### src/rtl/uart_rx_cfg_if.sv
// Consumer-side bundle of the configurable UART receiver:
// FIFO pop, error clear, head word, FIFO status and sticky error flags.
interface uart_rx_cfg_if #(
    parameter int DBIT = 8
);
    logic            rd_uart;
    logic            err_clr;
    logic [DBIT-1:0] r_data;
    logic            rx_empty;
    logic            rx_full;
    logic            parity_err;
    logic            frame_err;
    logic            overrun_err;

    modport master (
        output rd_uart, err_clr,
        input  r_data, rx_empty, rx_full,
        input  parity_err, frame_err, overrun_err
    );

    modport slave (
        input  rd_uart, err_clr,
        output r_data, rx_empty, rx_full,
        output parity_err, frame_err, overrun_err
    );
endinterface

### src/rtl/uart_rx_cfg.sv
// Configurable UART receiver: 2-flop rx synchroniser, oversampling
// frame FSM, optional parity, FWFT receive FIFO and sticky error flags.
module uart_rx_cfg #(
    parameter int DBIT     = 8,
    parameter int PARITY   = 0,
    parameter int SB_TICK  = 16,
    parameter int DVSR     = 163,
    parameter int DVSR_BIT = 8,
    parameter int FIFO_W   = 2
) (
    input  logic         clk,
    input  logic         reset,
    input  logic         rx,
    uart_rx_cfg_if.slave bus
);

    typedef enum logic [2:0] {IDLE, START, DATA, PAR, STOP} state_t;

    localparam int SW    = (SB_TICK > 16) ? 5 : 4;
    localparam int NW    = $clog2(DBIT);
    localparam int DEPTH = 2 ** FIFO_W;

    localparam logic [SW-1:0]       S_MID   = SW'(7);
    localparam logic [SW-1:0]       S_END   = SW'(15);
    localparam logic [SW-1:0]       S_STOP  = SW'(SB_TICK - 1);
    localparam logic [NW-1:0]       N_LAST  = NW'(DBIT - 1);
    localparam logic [DVSR_BIT-1:0] CNT_MAX = DVSR_BIT'(DVSR - 1);
    localparam logic [FIFO_W:0]     CNT_FUL = (FIFO_W + 1)'(DEPTH);

    logic                rx_meta_q, rx_meta_d;
    logic                rx_sync_q, rx_sync_d;
    logic [DVSR_BIT-1:0] cnt_q, cnt_d;
    state_t              state_q, state_d;
    logic [SW-1:0]       s_q, s_d;
    logic [NW-1:0]       n_q, n_d;
    logic [DBIT-1:0]     b_q, b_d;
    logic                p_q, p_d;
    logic [FIFO_W-1:0]   wptr_q, wptr_d;
    logic [FIFO_W-1:0]   rptr_q, rptr_d;
    logic [FIFO_W:0]     count_q, count_d;
    logic                par_err_q, par_err_d;
    logic                frm_err_q, frm_err_d;
    logic                ovr_err_q, ovr_err_d;
    logic [DBIT-1:0]     mem_q [DEPTH];

    logic tick;
    logic frame_done;
    logic par_bad;
    logic empty;
    logic full;
    logic rd_en;
    logic wr_en;
    logic set_par;
    logic set_frm;
    logic set_ovr;

    // Baud generator, synchroniser and FIFO/flag next values
    always_comb begin
        tick      = (cnt_q == CNT_MAX);
        cnt_d     = tick ? '0 : cnt_q + 1'b1;
        rx_meta_d = rx;
        rx_sync_d = rx_meta_q;

        empty  = (count_q == '0);
        full   = (count_q == CNT_FUL);
        rd_en  = bus.rd_uart && !empty;
        wptr_d = wr_en ? wptr_q + 1'b1 : wptr_q;
        rptr_d = rd_en ? rptr_q + 1'b1 : rptr_q;

        unique case ({wr_en, rd_en})
            2'b10:   count_d = count_q + 1'b1;
            2'b01:   count_d = count_q - 1'b1;
            default: count_d = count_q;
        endcase

        par_err_d = (par_err_q & ~bus.err_clr) | set_par;
        frm_err_d = (frm_err_q & ~bus.err_clr) | set_frm;
        ovr_err_d = (ovr_err_q & ~bus.err_clr) | set_ovr;
    end

    always_ff @(posedge clk) begin
        if (reset) begin
            rx_meta_q <= 1'b1;
            rx_sync_q <= 1'b1;
            cnt_q     <= '0;
            state_q   <= IDLE;
            s_q       <= '0;
            n_q       <= '0;
            b_q       <= '0;
            p_q       <= 1'b0;
            wptr_q    <= '0;
            rptr_q    <= '0;
            count_q   <= '0;
            par_err_q <= 1'b0;
            frm_err_q <= 1'b0;
            ovr_err_q <= 1'b0;
        end else begin
            rx_meta_q <= rx_meta_d;
            rx_sync_q <= rx_sync_d;
            cnt_q     <= cnt_d;
            state_q   <= state_d;
            s_q       <= s_d;
            n_q       <= n_d;
            b_q       <= b_d;
            p_q       <= p_d;
            wptr_q    <= wptr_d;
            rptr_q    <= rptr_d;
            count_q   <= count_d;
            par_err_q <= par_err_d;
            frm_err_q <= frm_err_d;
            ovr_err_q <= ovr_err_d;
        end
    end

    always_ff @(posedge clk) begin
        if (!reset && wr_en) begin
            mem_q[wptr_q] <= b_q;
        end
    end

    // Frame FSM next state; ticks counted in s, bits in n
    always_comb begin
        state_d = state_q;
        s_d     = s_q;
        n_d     = n_q;
        b_d     = b_q;
        p_d     = p_q;
        unique case (state_q)
            IDLE: begin
                if (!rx_sync_q) begin
                    state_d = START;
                    s_d     = '0;
                end
            end
            START: begin
                if (tick) begin
                    if (s_q == S_MID) begin
                        if (!rx_sync_q) begin
                            state_d = DATA;
                            s_d     = '0;
                            n_d     = '0;
                        end else begin
                            state_d = IDLE;
                        end
                    end else begin
                        s_d = s_q + 1'b1;
                    end
                end
            end
            DATA: begin
                if (tick) begin
                    if (s_q == S_END) begin
                        s_d = '0;
                        b_d = {rx_sync_q, b_q[DBIT-1:1]};
                        if (n_q == N_LAST) begin
                            state_d = (PARITY != 0) ? PAR : STOP;
                        end else begin
                            n_d = n_q + 1'b1;
                        end
                    end else begin
                        s_d = s_q + 1'b1;
                    end
                end
            end
            PAR: begin
                if (tick) begin
                    if (s_q == S_END) begin
                        s_d     = '0;
                        p_d     = rx_sync_q;
                        state_d = STOP;
                    end else begin
                        s_d = s_q + 1'b1;
                    end
                end
            end
            STOP: begin
                if (tick) begin
                    if (s_q == S_STOP) begin
                        state_d = IDLE;
                    end else begin
                        s_d = s_q + 1'b1;
                    end
                end
            end
            default: state_d = IDLE;
        endcase
    end

    // Frame evaluation: parity beats framing beats overrun
    always_comb begin
        frame_done = (state_q == STOP) && tick && (s_q == S_STOP);
        par_bad    = (PARITY != 0) &&
                     ((^b_q ^ p_q) != (PARITY == 2));
        set_par    = frame_done && par_bad;
        set_frm    = frame_done && !par_bad && !rx_sync_q;
        set_ovr    = frame_done && !par_bad && rx_sync_q &&
                     full && !rd_en;
        wr_en      = frame_done && !par_bad && rx_sync_q &&
                     !(full && !rd_en);
    end

    assign bus.r_data      = empty ? '0 : mem_q[rptr_q];
    assign bus.rx_empty    = empty;
    assign bus.rx_full     = full;
    assign bus.parity_err  = par_err_q;
    assign bus.frame_err   = frm_err_q;
    assign bus.overrun_err = ovr_err_q;

endmodule

### src/flat_wrapper.sv
// flat-port wrapper written by rule: the top's interface ports become plain ports
module uart_rx_cfg_flat 
#(
    parameter int DBIT     = 8,
    parameter int PARITY   = 0,
    parameter int SB_TICK  = 16,
    parameter int DVSR     = 163,
    parameter int DVSR_BIT = 8,
    parameter int FIFO_W   = 2
)
  (clk, reset, rx, bus_rd_uart, bus_err_clr, bus_r_data, bus_rx_empty, bus_rx_full, bus_parity_err, bus_frame_err, bus_overrun_err);
  uart_rx_cfg_if #(.DBIT(DBIT)) bus_i ();
  input  logic clk;
  input  logic reset;
  input  logic rx;
  input wire logic [$bits(bus_i.rd_uart)-1:0] bus_rd_uart;
  input wire logic [$bits(bus_i.err_clr)-1:0] bus_err_clr;
  output wire logic [$bits(bus_i.r_data)-1:0] bus_r_data;
  output wire logic [$bits(bus_i.rx_empty)-1:0] bus_rx_empty;
  output wire logic [$bits(bus_i.rx_full)-1:0] bus_rx_full;
  output wire logic [$bits(bus_i.parity_err)-1:0] bus_parity_err;
  output wire logic [$bits(bus_i.frame_err)-1:0] bus_frame_err;
  output wire logic [$bits(bus_i.overrun_err)-1:0] bus_overrun_err;
  assign bus_i.rd_uart = bus_rd_uart;
  assign bus_i.err_clr = bus_err_clr;
  assign bus_r_data = bus_i.r_data;
  assign bus_rx_empty = bus_i.rx_empty;
  assign bus_rx_full = bus_i.rx_full;
  assign bus_parity_err = bus_i.parity_err;
  assign bus_frame_err = bus_i.frame_err;
  assign bus_overrun_err = bus_i.overrun_err;
  uart_rx_cfg #(.DBIT(DBIT), .PARITY(PARITY), .SB_TICK(SB_TICK), .DVSR(DVSR), .DVSR_BIT(DVSR_BIT), .FIFO_W(FIFO_W)) u_core (.clk(clk), .reset(reset), .rx(rx), .bus(bus_i));
endmodule
### config.mk
export PLATFORM = sky130hd
export DESIGN_NAME = uart_rx_cfg_flat
export DESIGN_NICKNAME = d
export VERILOG_FILES = /design/src/rtl/uart_rx_cfg_if.sv /design/src/rtl/uart_rx_cfg.sv /design/src/flat_wrapper.sv
export SDC_FILE = /design/constraint.sdc
export NUM_CORES = 1
export LEC_CHECK = 0
export CAP_MARGIN = 10
export CORE_MARGIN = 3
export CORE_UTILIZATION = 45
export DETAILED_ROUTE_END_ITERATION = 10
export SETUP_SLACK_MARGIN = 0.02
export SLEW_MARGIN = 0
export SYNTH_ARGS = -nofsm -noshare
export SYNTH_HDL_FRONTEND = slang
export SYNTH_SLANG_ARGS = --single-unit
### constraint.sdc
create_clock -name clk -period 2.69 [get_ports clk]
set_input_delay 0.538 -clock clk [delete_from_list [all_inputs] [get_ports clk]]
set_output_delay 0.538 -clock clk [all_outputs]
set_load 0.005 [all_outputs]
==> results_dict.tcl, run 1 <==
set metrics [dict create \
    status "finished clean" \
    critPathMaxFanout 8 \
    io_buffer_count 17 \
    hold_class "reg -> reg" \
    place.gp.congestion 0.7535 \
    num_rows 30 \
    finClkSkew_ps 6.383 \
    use_met3_pct 3.833 \
    drt-pass1-iter-count 4 \
    gr-total-overflow 0 \
    arrival_ps 1920 \
    p_leak_uw 0.001294 \
    via_per_inst 4.972 \
    post_drt_wl_per_cell_um 13.62 \
    grt_antenna_before_repair 0 \
    grt_use_met2_pct 23.27 \
    grt.busiest_layer "met2" \
    final_hold_viol_count 0 \
    period_minus_slack_ps 2459 \
    yosysWarnings 0 \
    clkTransAtPathRegs_ps 70 \
    hold_depth 1 \
    drc 0 \
    grt_usage_pct 14.48 \
    rsz0062_at_grt "false" \
    maxCapViolCount 0 \
    holdBufCountCts 0 \
    hold_start "u_core.rx_meta_q" \
    nets 311 \
    reg2reg_slack_ps 340 \
    routed_wl_um 5393 \
    num_io_pins 18 \
    grt_pass1_wl_um 9473 \
    ir_drop_uv 230.6 \
    end_kind "output pin" \
    postCtsResizedCells 0 \
    die_w_um 90.35 \
    n_antenna_cell 0 \
    startpoint_type "register" \
    cts-root-buf "clkbuf_8" \
    worstSkewPairLatency_ps 330 \
    design.core.area_um2 6832 \
    multiInputGateArea_um2 1365 \
    regArea_um2 1762 \
    critPathRequiredTime_ps 2150 \
    ys_seq_area_share_pct 55.02 \
    grt_pass1_vias 1965 \
    synth_seq_cells 72 \
    grt_max_degree 39 \
    setup_viol 0 \
    dp.cells 380 \
    syn_area_um2 3202 \
    rr_startpoint "u_core.cnt_q[0]" \
    r2r-end "u_core.count_q[2]" \
    htreeDepth 3 \
    dpl.hpwl_um 3757 \
    syn-instance-count 268 \
    vias 1969 \
    drt_iter0_drc 48 \
    clock_path_buffers 2 \
    final_cells 396 \
    fillers 632 \
    r2r_cells 11 \
    initial_core_util_pct 46.87 \
    ant_nets 0 \
    cts_tree "yes" \
    numCtsBuffers 9 \
    syn_nets 284 \
    slew_violations 0 \
    use_met1_pct 18.36 \
    fin_crit_sh_pct 91.41 \
    worst_slew_pin_slew_ps 517.6 \
    area_growth_pct 16.37 \
    hold_end "u_core.rx_sync_q" \
    relSlewSlack_pct 65.38 \
    die_area_um2 8163 \
    post_cts_buffers 0 \
    placed_area_um2 3518 \
    criticalPathCategory "reg -> out" \
    die_h_um 90.35 \
    drive_gt1_share_pct 14.67 \
    avgSynthCellArea_um2 11.95 \
    fin_area_um2 3726 \
    clock_sinks 72 \
    max_freq_mhz 406.7 \
    setup_tns_ps 0 \
    power_density_nw_per_um2 559.6 \
    synth.distinct_cells 50 \
]
==> synth_stat cells, drive strengths merged <==
cell / number / area, um^2
and3b: 1 / 8.760
inv: 9 / 33.78
mux2i: 11 / 110.1
a211o: 1 / 8.760
a32oi: 1 / 8.760
a21bo: 1 / 10.01
o221ai: 1 / 8.760
o21ai: 9 / 45.04
nor2b: 10 / 62.56
o211ai: 2 / 15.01
o32a: 1 / 10.01
a21boi: 1 / 7.510
ha: 10 / 125.1
nor3b: 7 / 52.55
clkbuf: 6 / 22.52
nor4b: 1 / 15.01
nand4b: 3 / 32.53
a21oi: 8 / 40.04
nand3b: 1 / 7.510
nand2b: 4 / 25.02
or2: 3 / 18.77
o41ai: 1 / 16.27
a31oi: 2 / 12.51
and3: 2 / 12.51
a22oi: 2 / 28.78
buf: 4 / 18.76
fa: 1 / 20.02
and2: 6 / 37.54
mux4: 8 / 180.2
xnor2: 5 / 43.79
edfxtp: 32 / 960.9
or3: 4 / 35.03
dfxtp: 40 / 800.8
xor2: 8 / 70.07
nor3: 3 / 15.01
or3b: 1 / 8.760
nand3: 11 / 55.05
nor2: 37 / 165.2
nand4: 2 / 12.51
o32ai: 1 / 8.760
a311oi: 1 / 8.760
nand2: 6 / 22.52
==> registers in the layout, summed over array words and instances (netlist names), 2 cells and up, named ones only <==
signal          count
u_core.state_q      3
u_core.wptr_q       2
u_core.rptr_q       2
u_core.cnt_q        8
u_core.s_q          4
u_core.n_q          3
u_core.mem_q       32
u_core.b_q          8
u_core.count_q      3
==> worst max path at each step <==
stage                      startpoint                 to  slack [ps]
floorplan           u_core.state_q[0]  u_core.count_q[2]         450
CTS                          register      bus_r_data[7]         190
global placement          bus_rd_uart  u_core.count_q[2]         160
global route          u_core.cnt_q[0]  u_core.count_q[2]         100
finish                       register      bus_r_data[1]         230
detailed placement        bus_rd_uart  u_core.count_q[2]         110
==> cell usage in the layout, fill, tap and decap left out, types with 3 or more instances in the layout <==
cell,n
buf_4,9
a21oi_1,8
mux2i_1,11
nor3b_1,7
nand2b_1,4
xnor2_1,5
ha_1,10
clkbuf_8,9
nand2_1,6
o21ai_0,6
or2_2,3
inv_1,9
mux4_2,8
edfxtp_1,32
xor2_1,8
nor2_1,34
nand3_1,11
clkdlybuf4s50_1,17
dfxtp_1,40
o21ai_1,3
nor3_1,3
nor2b_1,10
and2_1,6
==> final cells by class <==
| cell class | count | share of cell area [%] |
|---|---|---|
| clock buffer | 12 | 4.197 |
| inverter | 9 | 0.9066 |
| timing repair buffer | 26 | 6.380 |
| clock inverter | 4 | 1.377 |
| multi-input combinational | 177 | 36.64 |
| tap | 96 | 3.224 |
| sequential | 72 | 47.28 |
==> per-layer routing <==
metal | vias up | routed length, um
met1 | 916 | 2539
met3 | 9 | 186
met2 | 27 | 2589
met4 | 0 | 78
met5 | - | 0
li1 | 1017 | -
==> logic make-up after synthesis <==
| kind of cell | Yosys count | share of synthesized area [%] |
|---|---|---|
| flip-flops | 72 | 55.02 |
| buffers and inverters | 19 | 2.344 |
| adder cells (fa/ha/maj) | 11 | 4.533 |
| AND/OR/NAND/NOR | 102 | 18.33 |
| multiplexers | 19 | 9.066 |
| XOR/XNOR | 13 | 3.556 |
| AO/OA/AOI/OAI | 32 | 7.152 |
==> critical path, cell delays in order, from the launching register on <==
cell and delay, ps:
dfxtp_1 310, buf_4 190, mux4_2 500, nor2b_1 140
clkdlybuf4s50_1 440
==> report_power, final <==
part	total [uW]	internal (uW)	switching, uW
Combinational	71.5	29.0	42.5
Clock	869	486	383
Sequential	1140	1140	6.86
Total	2090	1650	433
==> stage by stage <==
| stage | worst slack (ps) | total power, uW | hold WS, ps | util, % |
|---|---|---|---|---|
| floorplan | 452.1 | 1220 | 389.5 | - |
| global placement | 164.2 | 1240 | 394.1 | 51.50 |
| detailed placement | 111.7 | 1241 | 394.9 | 51.50 |
| CTS | 193.7 | 2110 | 413.0 | 54.54 |
| global route | 96.59 | 2168 | 447.2 | 54.54 |
| finish | 231.0 | 2085 | 411.2 | 54.54 |
Power figures use the tool's default switching activity.
==> run 2: changes to the inputs <==
==> constraint.sdc (replaced) <==
create_clock -name clk -period 2.8 [get_ports clk]
set_input_delay 0.56 -clock clk [delete_from_list [all_inputs] [get_ports clk]]
set_output_delay 0.56 -clock clk [all_outputs]
set_load 0.005 [all_outputs]
==> run 2 against run 1 <==
Net effect: global-route usage shrank 0.34 points; worst setup slack gained 74 ps; largest power group unchanged; via count grew 1.3%; register-to-register slack gained 100 ps; sequential power shrank 4%; critical path depth is the same; first-iteration DRC count shrank 25%; routed wire length shrank 1.6%; total power shrank 3.1%; largest cell class unchanged; die area is the same; cell area is essentially flat; clock skew is essentially flat.
==> results_dict.tcl, run 2 (synthesis results as in run 1) <==
set metrics [dict create \
    worstSkewPairLatency_ps 340 \
    path_cells "buf_4 -> mux4_2 -> nor2b_1 -> clkdlybuf4s50_1" \
    status "finished clean" \
    critPathMaxFanout 8 \
    ant_nets 0 \
    design.core.area_um2 6832 \
    max_stage_delay_ps 510 \
    drc 0 \
    p_total_uw 2021 \
    criticalPathCategory "reg -> out" \
    grt_usage_pct 14.14 \
    num_io_pins 18 \
    cts_tree "yes" \
    mostFrequentLayoutCell "dfxtp_1" \
    finClkSkew_ps 6.152 \
    nets 310 \
    grt_antenna_before_repair 0 \
    power_density_nw_per_um2 542.2 \
    fillers 617 \
    top_register "u_core.mem_q" \
    startpoint_type "register" \
    die_w_um 90.35 \
    setup_tns_ps 0 \
    post_cts_buffers 0 \
    clock_path_buffers 2 \
    largest_register_ffs 32 \
    slowest_stage "mux4_2" \
    dp.cells 379 \
    drive_gt1_share_pct 14.72 \
    timing.hold.ws_ps 413.2 \
    setup_viol 0 \
    initial_core_util_pct 46.87 \
    postCtsResizedCells 0 \
    critPathRequiredTime_ps 2240 \
    cp_top_family "buffers and inverters" \
    rsz0062_at_grt "false" \
    clock_sinks 72 \
    p_leak_uw 0.001291 \
    die_area_um2 8163 \
    gr-total-overflow 0 \
    area_growth_pct 16.41 \
    arrival_ps 1940 \
    critical_path_buf_inv_count 2 \
    dpl.hpwl_um 3738 \
    relSlewSlack_pct 62.61 \
    final_hold_viol_count 0 \
    grt_max_degree 39 \
    cts-root-buf "clkbuf_8" \
    num_rows 30 \
    worst_slew_pin_slew_ps 558.9 \
    ir_drop_uv 234.0 \
    maxCapViolCount 0 \
    grt_pass1_vias 1978 \
    n_antenna_cell 0 \
    hold_class "reg -> reg" \
    routed_wl_um 5309 \
    slew_violations 0 \
    numCtsBuffers 9 \
    final_cells 395 \
    drt_iter0_drc 36 \
    fin_crit_sh_pct 89.12 \
    max_freq_mhz 400.7 \
    top_regs "u_core.mem_q x32, u_core.b_q x8, u_core.cnt_q x8" \
    grt_pass1_wl_um 9321 \
    die_h_um 90.35 \
    pre_cts_slack_ps 122.0 \
    period_minus_slack_ps 2495 \
    holdBufCountCts 0 \
    vias 1995 \
    place.gp.congestion 0.7411 \
    via_per_inst 5.051 \
    post_drt_wl_per_cell_um 13.44 \
    final_cell_mix "dfxtp_1 (40), nor2_1 (34), edfxtp_1 (32)" \
    clkTransAtPathRegs_ps 80 \
    io_buffer_count 17 \
    end_kind "output pin" \
    htreeDepth 3 \
    drt-pass1-iter-count 4 \
    worst_slack_ps 304.6 \
]
## run 2: worst paths after layout
check	from	endpoint	slack (ps)	cells after the start
worst max-delay path	register	bus_r_data[7]	300	4
worst min-delay path	u_core.rx_meta_q	u_core.rx_sync_q	410	1
worst max register to register	u_core.cnt_q[0]	u_core.count_q[2]	440	11
worst min register to register	u_core.rx_meta_q	u_core.rx_sync_q	410	1
## run 2: report_power, final
group          total (uW)  internal, uW  leakage (uW)  switching [uW]
registers            1100          1090      0.000620            6.93
logic                67.7          27.7      0.000567            39.9
clock network         854           470      0.000105             383
## run 2: cell type report
cell class                 count  area, um^2  share of cell area, %
timing repair buffer          25       230.2                  6.177
tap                           96       120.1                  3.223
clock inverter                 5       63.81                  1.712
sequential                    72        1762                  47.26
inverter                       9       33.78                 0.9063
clock buffer                  11       152.6                  4.095
multi-input combinational    177        1365                  36.62
## run 2: stage by stage
stage,utilization (%),area (um^2)
floorplan,-,3202
global placement,51.39,3511
detailed placement,51.39,3511
CTS,54.56,3727
global route,54.56,3727
finish,54.56,3727
## run 2: metal layers
metal  vias to the layer above  track usage (%)  routed length [um]
met3                         5            4.167                 184
li1                       1013                -                   -
met4                         0            5.740                  57
met2                        30            22.22                2499
met1                       947            18.36                2567
met5                         -                0                   0
==> variant 1, RTL diff (settings of run 2) <==
`FIFO_W` is set to 2 in 2 places; all go to 1.
--- a/src/rtl/uart_rx_cfg.sv
+++ b/src/rtl/uart_rx_cfg.sv
@@ -7,5 +7,5 @@
     parameter int DVSR     = 163,
     parameter int DVSR_BIT = 8,
-    parameter int FIFO_W   = 2
+    parameter int FIFO_W   = 1
 ) (
     input  logic         clk,
--- a/src/flat_wrapper.sv
+++ b/src/flat_wrapper.sv
@@ -7,5 +7,5 @@
     parameter int DVSR     = 163,
     parameter int DVSR_BIT = 8,
-    parameter int FIFO_W   = 2
+    parameter int FIFO_W   = 1
 )
   (clk, reset, rx, bus_rd_uart, bus_err_clr, bus_r_data, bus_rx_empty, bus_rx_full, bus_parity_err, bus_frame_err, bus_overrun_err);
Formal check against the unedited RTL: same outputs for any inputs over 10 cycles, from zero or initial values and one cycle with reset high; that may be too few to reach the edited logic, so the function may still have changed.
==> variant 1 against run 2 <==
- final area down 25%
- power down 31%
- area after synthesis down 23%
- synthesized cell count down 9.7%
- worst setup slack better by 0.11 ns
- global-route usage up 0.50 points
- sequential cell count down 20
- clock skew about the same
- wire length down 20%
- critical path depth down 2
- clock power down 47%
- critical path type unchanged
- critical endpoint is now bus_rx_empty
- largest power group unchanged
==> variant 1: results (changes against run 2) <==
Critical path
  • Critical path arrival: 1.82 ns (-0.12 ns)
  • Worst Path Max Fanout: 10 (+2)
  • Largest stage delay on the critical path: 0.62 ns (+0.11 ns)
  • CP delay by family, top: buffers and inverters
  • Crit-path slowest cell: clkdlybuf4s50_1

Synthesis
  • Post-synth EDFFs: 16 (-50%)
  • Ranking of synthesized cells by area: dfxtp_1 29%, edfxtp_1 19%, mux2i_1 8.1%, nor2_1 4.7%, nand2b_1 2.8%
  • Distinct cells, synth: 54 (+8.0%)
  • Commonest cells in the synthesized netlist: 36 x dfxtp_1, 31 x nor2_1, 20 x mux2i_1
  • Sequential area share after synthesis: 0.485 (-0.0651)
  • Synth async-reset ratio: 0 (unchanged)
  • Syn nets: 252 (-11%)
  • Ys Warns: 0 (unchanged)
  • Prevailing post-synth register cell: dfxtp_1

Placement
  • Hpwl dp: 2.96 mm (-21%)
  • GP Congestion: 0.744 (+0.38%)
  • Port bufs: 17 (unchanged)

Timing
  • Slew margin rel.: 0.567 (-0.0590)
  • Clk_skew: 0.00590 ns (-0.000248 ns)

Layout
  • Top Registers: u_core.mem_q: 16 flops, u_core.b_q: 8 flops, u_core.cnt_q: 8 flops
  • Antenna cells: 0 (unchanged)
  • Layout cell share with drive strength beyond 1: 0.0891 (-0.0580)
  • Nets: 267 (-14%)

Clocking
  • CTS max path bufs: 2 (unchanged)
  • Post-CTS Setup Bufs: 0 (unchanged)
  • Clock Pin Slew Worst Setup and Hold Paths: 0.10 ns (+0.02 ns)
  • CTS Buf Count: 5 (-4)
  • Post-CTS sizing: 0 (unchanged)
  • Total number of H-tree levels: 2 (-1)
  • CTS root buf: clkbuf_8
  • Skew-Pair Late Insertion Delay: 0.31 ns (-0.03 ns)

Power and ir drop
  • Max VDD drop: 0.222 mV (-5.3%)
  • Power density over the cells: 498 nW/um^2 (-8.1%)
  • Pleak: 1.03 nW (-20%)

Detailed routing
  • Via-to-Cell Ratio: 5.36 (+6.1%)
  • First-pass DRT Iterations: 4 (unchanged)
  • Post-Route WL: 4.23 mm (-20%)
  • DRT antenna net count: 0 (unchanged)
  • Starting DRT DRC Count: 83 (+130%)

Global route
  • First-pass GRT wire length: 7.45 mm (-20%)
  • Antenna violations before repair: 0 (unchanged)
  • Vias in the first global route: 1601 (-19%)
  • Largest net degree at the start of global routing: 24 (-38%)
  • Total Routing Usage GR: 0.146 (+0.00500)

Min path
  • Hold WC Path Type: flip-flop to flip-flop

Status
  • Status: finished clean
## variant 1: cell count changes after synthesis, sizes merged, moves of 4 or more
cell	change
edfxtp	-16
mux2i	+9
nor2b	-9
mux4	-8
nand2b	+7
nor2	-6
ha	-5
nand3	-5
and2	-4
dfxtp	-4
nand2	+4
xor2	-4
## variant 1: kinds of logic after synthesis
kind of cell | synth area share
AO/OA/AOI/OAI | 0.0990
adder cells (fa/ha/maj) | 0.0253
flip-flops | 0.485
buffers and inverters | 0.0409
multiplexers | 0.0869
AND/OR/NAND/NOR | 0.234
XOR/XNOR | 0.0283
## variant 1: stage by stage
stage               area [sq um]  worst slack [ns]  utilization  std cells
finish                      2800             0.416        0.537        328
global route                2800             0.250        0.537        328
CTS                         2800             0.362        0.537        328
detailed placement          2700             0.540        0.519        320
global placement            2700             0.556        0.519        320
floorplan                   2480             0.311            -        242
## variant 1: routing by layer
metal | global-route usage | share of wire | vias to the layer above
met5 | 0 | 0 | -
met4 | 0.0608 | 0.0097 | 0
met3 | 0.0303 | 0.037 | 4
met2 | 0.226 | 0.46 | 35
met1 | 0.199 | 0.50 | 812
li1 | - | - | 906
## variant 1: path summary, 6_finish.rpt
check | startpoint | to | slack, ns | cells past startpoint
max | u_core.count_q[0]$_SDFFE_PP0P_ | bus_rx_empty | 0.42 | 2
min | u_core.rx_meta_q$_SDFF_PP1_ | u_core.rx_sync_q$_SDFF_PP1_ | 0.41 | 1
max reg2reg | u_core.cnt_q[0]$_SDFF_PP0_ | u_core.n_q[0]$_SDFFE_PP0P_ | 0.65 | 6
min reg2reg | u_core.rx_meta_q$_SDFF_PP1_ | u_core.rx_sync_q$_SDFF_PP1_ | 0.41 | 1
## variant 1: final cells by class
class | instances | area [sq um]
clock buffers | 5 | 68.8
clock inverters | 3 | 27.5
fillers | 484 | 2410
inverters | 8 | 30.0
multi-input cells | 168 | 1170
flip-flops and latches | 52 | 1200
well taps | 70 | 87.6
repair buffers | 22 | 208
## variant 1: power breakdown
| part | internal (mW) | switching (mW) | leakage [nW] |
|---|---|---|---|
| Clock | 0.184 | 0.267 | 0.0463 |
| Sequential | 0.786 | 0.0258 | 0.440 |
| Combinational | 0.0617 | 0.0692 | 0.542 |
==> variant 2, RTL diff (config.mk and constraints of run 2) <==
Made on the original files. `b_q` no longer has a reset.
--- a/src/rtl/uart_rx_cfg.sv
+++ b/src/rtl/uart_rx_cfg.sv
@@ -87,5 +87,4 @@
             s_q       <= '0;
             n_q       <= '0;
-            b_q       <= '0;
             p_q       <= 1'b0;
             wptr_q    <= '0;
@@ -102,5 +101,4 @@
             s_q       <= s_d;
             n_q       <= n_d;
-            b_q       <= b_d;
             p_q       <= p_d;
             wptr_q    <= wptr_d;
@@ -111,4 +109,8 @@
             ovr_err_q <= ovr_err_d;
         end
+    end
+
+    always_ff @(posedge clk) begin
+        b_q <= b_d;
     end
 
Behaviour: same outputs for any inputs over 10 cycles, from zero or initial values and one cycle with reset high; that may be too few to reach the edited logic, so the function may still have changed.
==> variant 2 against run 2 <==
- power up 4.4%
- count of clock-buffer cells in the layout down 2
- area after synthesis down 2.2%
- largest power group unchanged
- final area down 1.8%
- non-clock buffer count up 1
- largest cell class unchanged
- wire length down 2.4%
- sequential cell count unchanged
- worst setup slack worse by 0.11 ns
==> variant 2: results (changes against run 2) <==
Detailed routing
  • Post-Route WL: 5.18 mm (-2.4%)
  • Wire length on met3: 129 microns (-30%)
  • M1 WL: 2.47 mm (-3.8%)
  • Via-to-Cell Ratio: 5.26 (+4.1%)
  • DR WL met2: 2.47 mm (-1.2%)
  • Starting DRT DRC Count: 79 (+120%)

Layout
  • Nets: 298 (-3.9%)
  • Finished Layout Cells: 364 (-7.8%)
  • Layout cell share with drive strength beyond 1: 0.160 (+0.0131)
  • Antenna cells: 0 (unchanged)

Global route
  • Vias in the first global route: 1783 (-9.9%)
  • Largest net degree at the start of global routing: 26 (-33%)
  • First-pass GRT wire length: 8.59 mm (-7.8%)
  • Total Routing Usage GR: 0.145 (+0.00370)

Timing
  • Worst slew pin tran: 0.439 ns (-0.120 ns)
  • Clk_skew: 0.0146 ns (+0.00843 ns)
  • Final setup margin: 0.197 ns (-0.108 ns)

Power and ir drop
  • Pleak: 1.26 nW (-2.2%)
  • Max VDD drop: 0.228 mV (-2.3%)

Critical path
  • Crit path kind: flip-flop to flip-flop
  • Worst Setup Start Kind: flip-flop
  • Worst Path Max Fanout: 6 (-2)
  • Crit-path slowest cell: or4b_4
  • Critical path arrival: 2.89 ns (+0.95 ns)
  • Critical R2R Capture: u_core.count_q[2]$_SDFFE_PP0P_
  • R2R depth: 9 (-2)
  • Worst r2r src: u_core.cnt_q[6]$_SDFF_PP0_
  • Largest stage delay on the critical path: 0.60 ns (+0.09 ns)

Clocking
  • CTS root buf: clkbuf_8
  • Post-CTS sizing: 0 (unchanged)
  • Total number of H-tree levels: 3 (unchanged)
  • Clock Pin Slew Worst Setup and Hold Paths: roughly 0.09 ns

Synthesis
  • Ranking of synthesized cells by area: edfxtp_1 38%, dfxtp_1 20%, mux4_2 5.8%, ha_1 4.0%, nor2_1 3.5%
  • Commonest cells in the synthesized netlist: 40 x edfxtp_1, 32 x dfxtp_1, 29 x nor2_1
  • Sequential area share after synthesis: 0.588 (+0.0379)
  • Prevailing post-synth register cell: edfxtp_1
  • Post-synth EDFFs: 40 (+25%)
  • Syn nets: 269 (-5.3%)
  • Distinct cells, synth: 46 (-8.0%)
  • Syn Inst Count: 253 (-5.6%)

Status
  • Status: finished clean

Placement
  • DP Area: 3430 sq um (-2.2%)
  • Placed Instances: 348 (-8.2%)
  • GP Congestion: 0.824 (+11%)
  • Hpwl dp: 3.52 mm (-5.9%)
  • Pre-CTS setup slack: 0.165 ns (+0.0435 ns)

Min path
  • Hold WC Path Type: flip-flop to flip-flop
## variant 2: cell count changes after synthesis, moves of 3 or more
cell and delta:
nand2_1 +5, nand2b_1 -4, xor2_1 -3, nor2_1 -5, edfxtp_1 +8, dfxtp_1 -8
nor2b_1 +3, mux2i_1 -8, xnor2_1 +3
## variant 2: routing by layer
metal | GRT usage | up-vias
li1 | - | 968
met4 | 0.0771 | 0
met2 | 0.223 | 24
met1 | 0.194 | 913
met5 | 0 | -
met3 | 0.0276 | 9
## variant 2: power breakdown
part           leakage, nW  switching, mW  internal [mW]
registers            0.618        0.00744           1.11
logic                0.535         0.0413         0.0297
clock network        0.110          0.410          0.511
total                 1.26          0.459           1.65
## variant 2: cell families after synthesis
| kind of cell | Yosys count | share of synthesized area |
|---|---|---|
| multiplexers | 11 | 0.0671 |
| adder cells (fa/ha/maj) | 11 | 0.0463 |
| buffers and inverters | 16 | 0.0200 |
| flip-flops | 72 | 0.588 |
| XOR/XNOR | 13 | 0.0364 |
| AND/OR/NAND/NOR | 100 | 0.179 |
| AO/OA/AOI/OAI | 30 | 0.0635 |
## variant 2: worst min-delay path by stage
stage | startpoint | to | slack (ns) | depth (start not counted)
after floorplan | u_core.rx_meta_q$_SDFF_PP1_ | u_core.rx_sync_q$_SDFF_PP1_ | 0.39 | 1
after global placement | u_core.rx_meta_q$_SDFF_PP1_ | u_core.rx_sync_q$_SDFF_PP1_ | 0.40 | 1
after detailed placement | u_core.rx_meta_q$_SDFF_PP1_ | u_core.rx_sync_q$_SDFF_PP1_ | 0.40 | 1
after CTS | u_core.rx_meta_q$_SDFF_PP1_ | u_core.rx_sync_q$_SDFF_PP1_ | 0.42 | 1
after global routing | u_core.rx_meta_q$_SDFF_PP1_ | u_core.rx_sync_q$_SDFF_PP1_ | 0.45 | 1
final | u_core.rx_meta_q$_SDFF_PP1_ | u_core.rx_sync_q$_SDFF_PP1_ | 0.41 | 1
## variant 2: through the flow
step,util,total power [mW],hold slack (ns)
2_1_floorplan,-,1.19,0.389
3_3_place_gp,0.526,1.21,0.402
3_5_place_dp,0.526,1.21,0.399
4_1_cts,0.560,2.13,0.418
5_1_grt,0.560,2.19,0.447
6_report,0.560,2.11,0.415
## variant 2: layout make-up
class                           count  area, sq um
Multi-Input combinational cell    165         1230
Tap cell                           77         96.3
Sequential cell                    72         1840
Fill cell                         551         2870
Inverter                            8         30.0
Timing Repair Buffer               26          238
Clock buffer                        9          124
Clock inverter                      7          103
## variant 2: worst max-delay path: cells and delay by family (launching register included)
family | cells | cell delay [ns]
and+or+nand+nor | 4 | 1.50
AOI/OAI and AO/OA | 1 | 0.14
buffers and inverters | 1 | 0.07
DFF | 1 | 0.33
xor gates and xnor gates | 1 | 0.07
adders and majority gates | 2 | 0.43
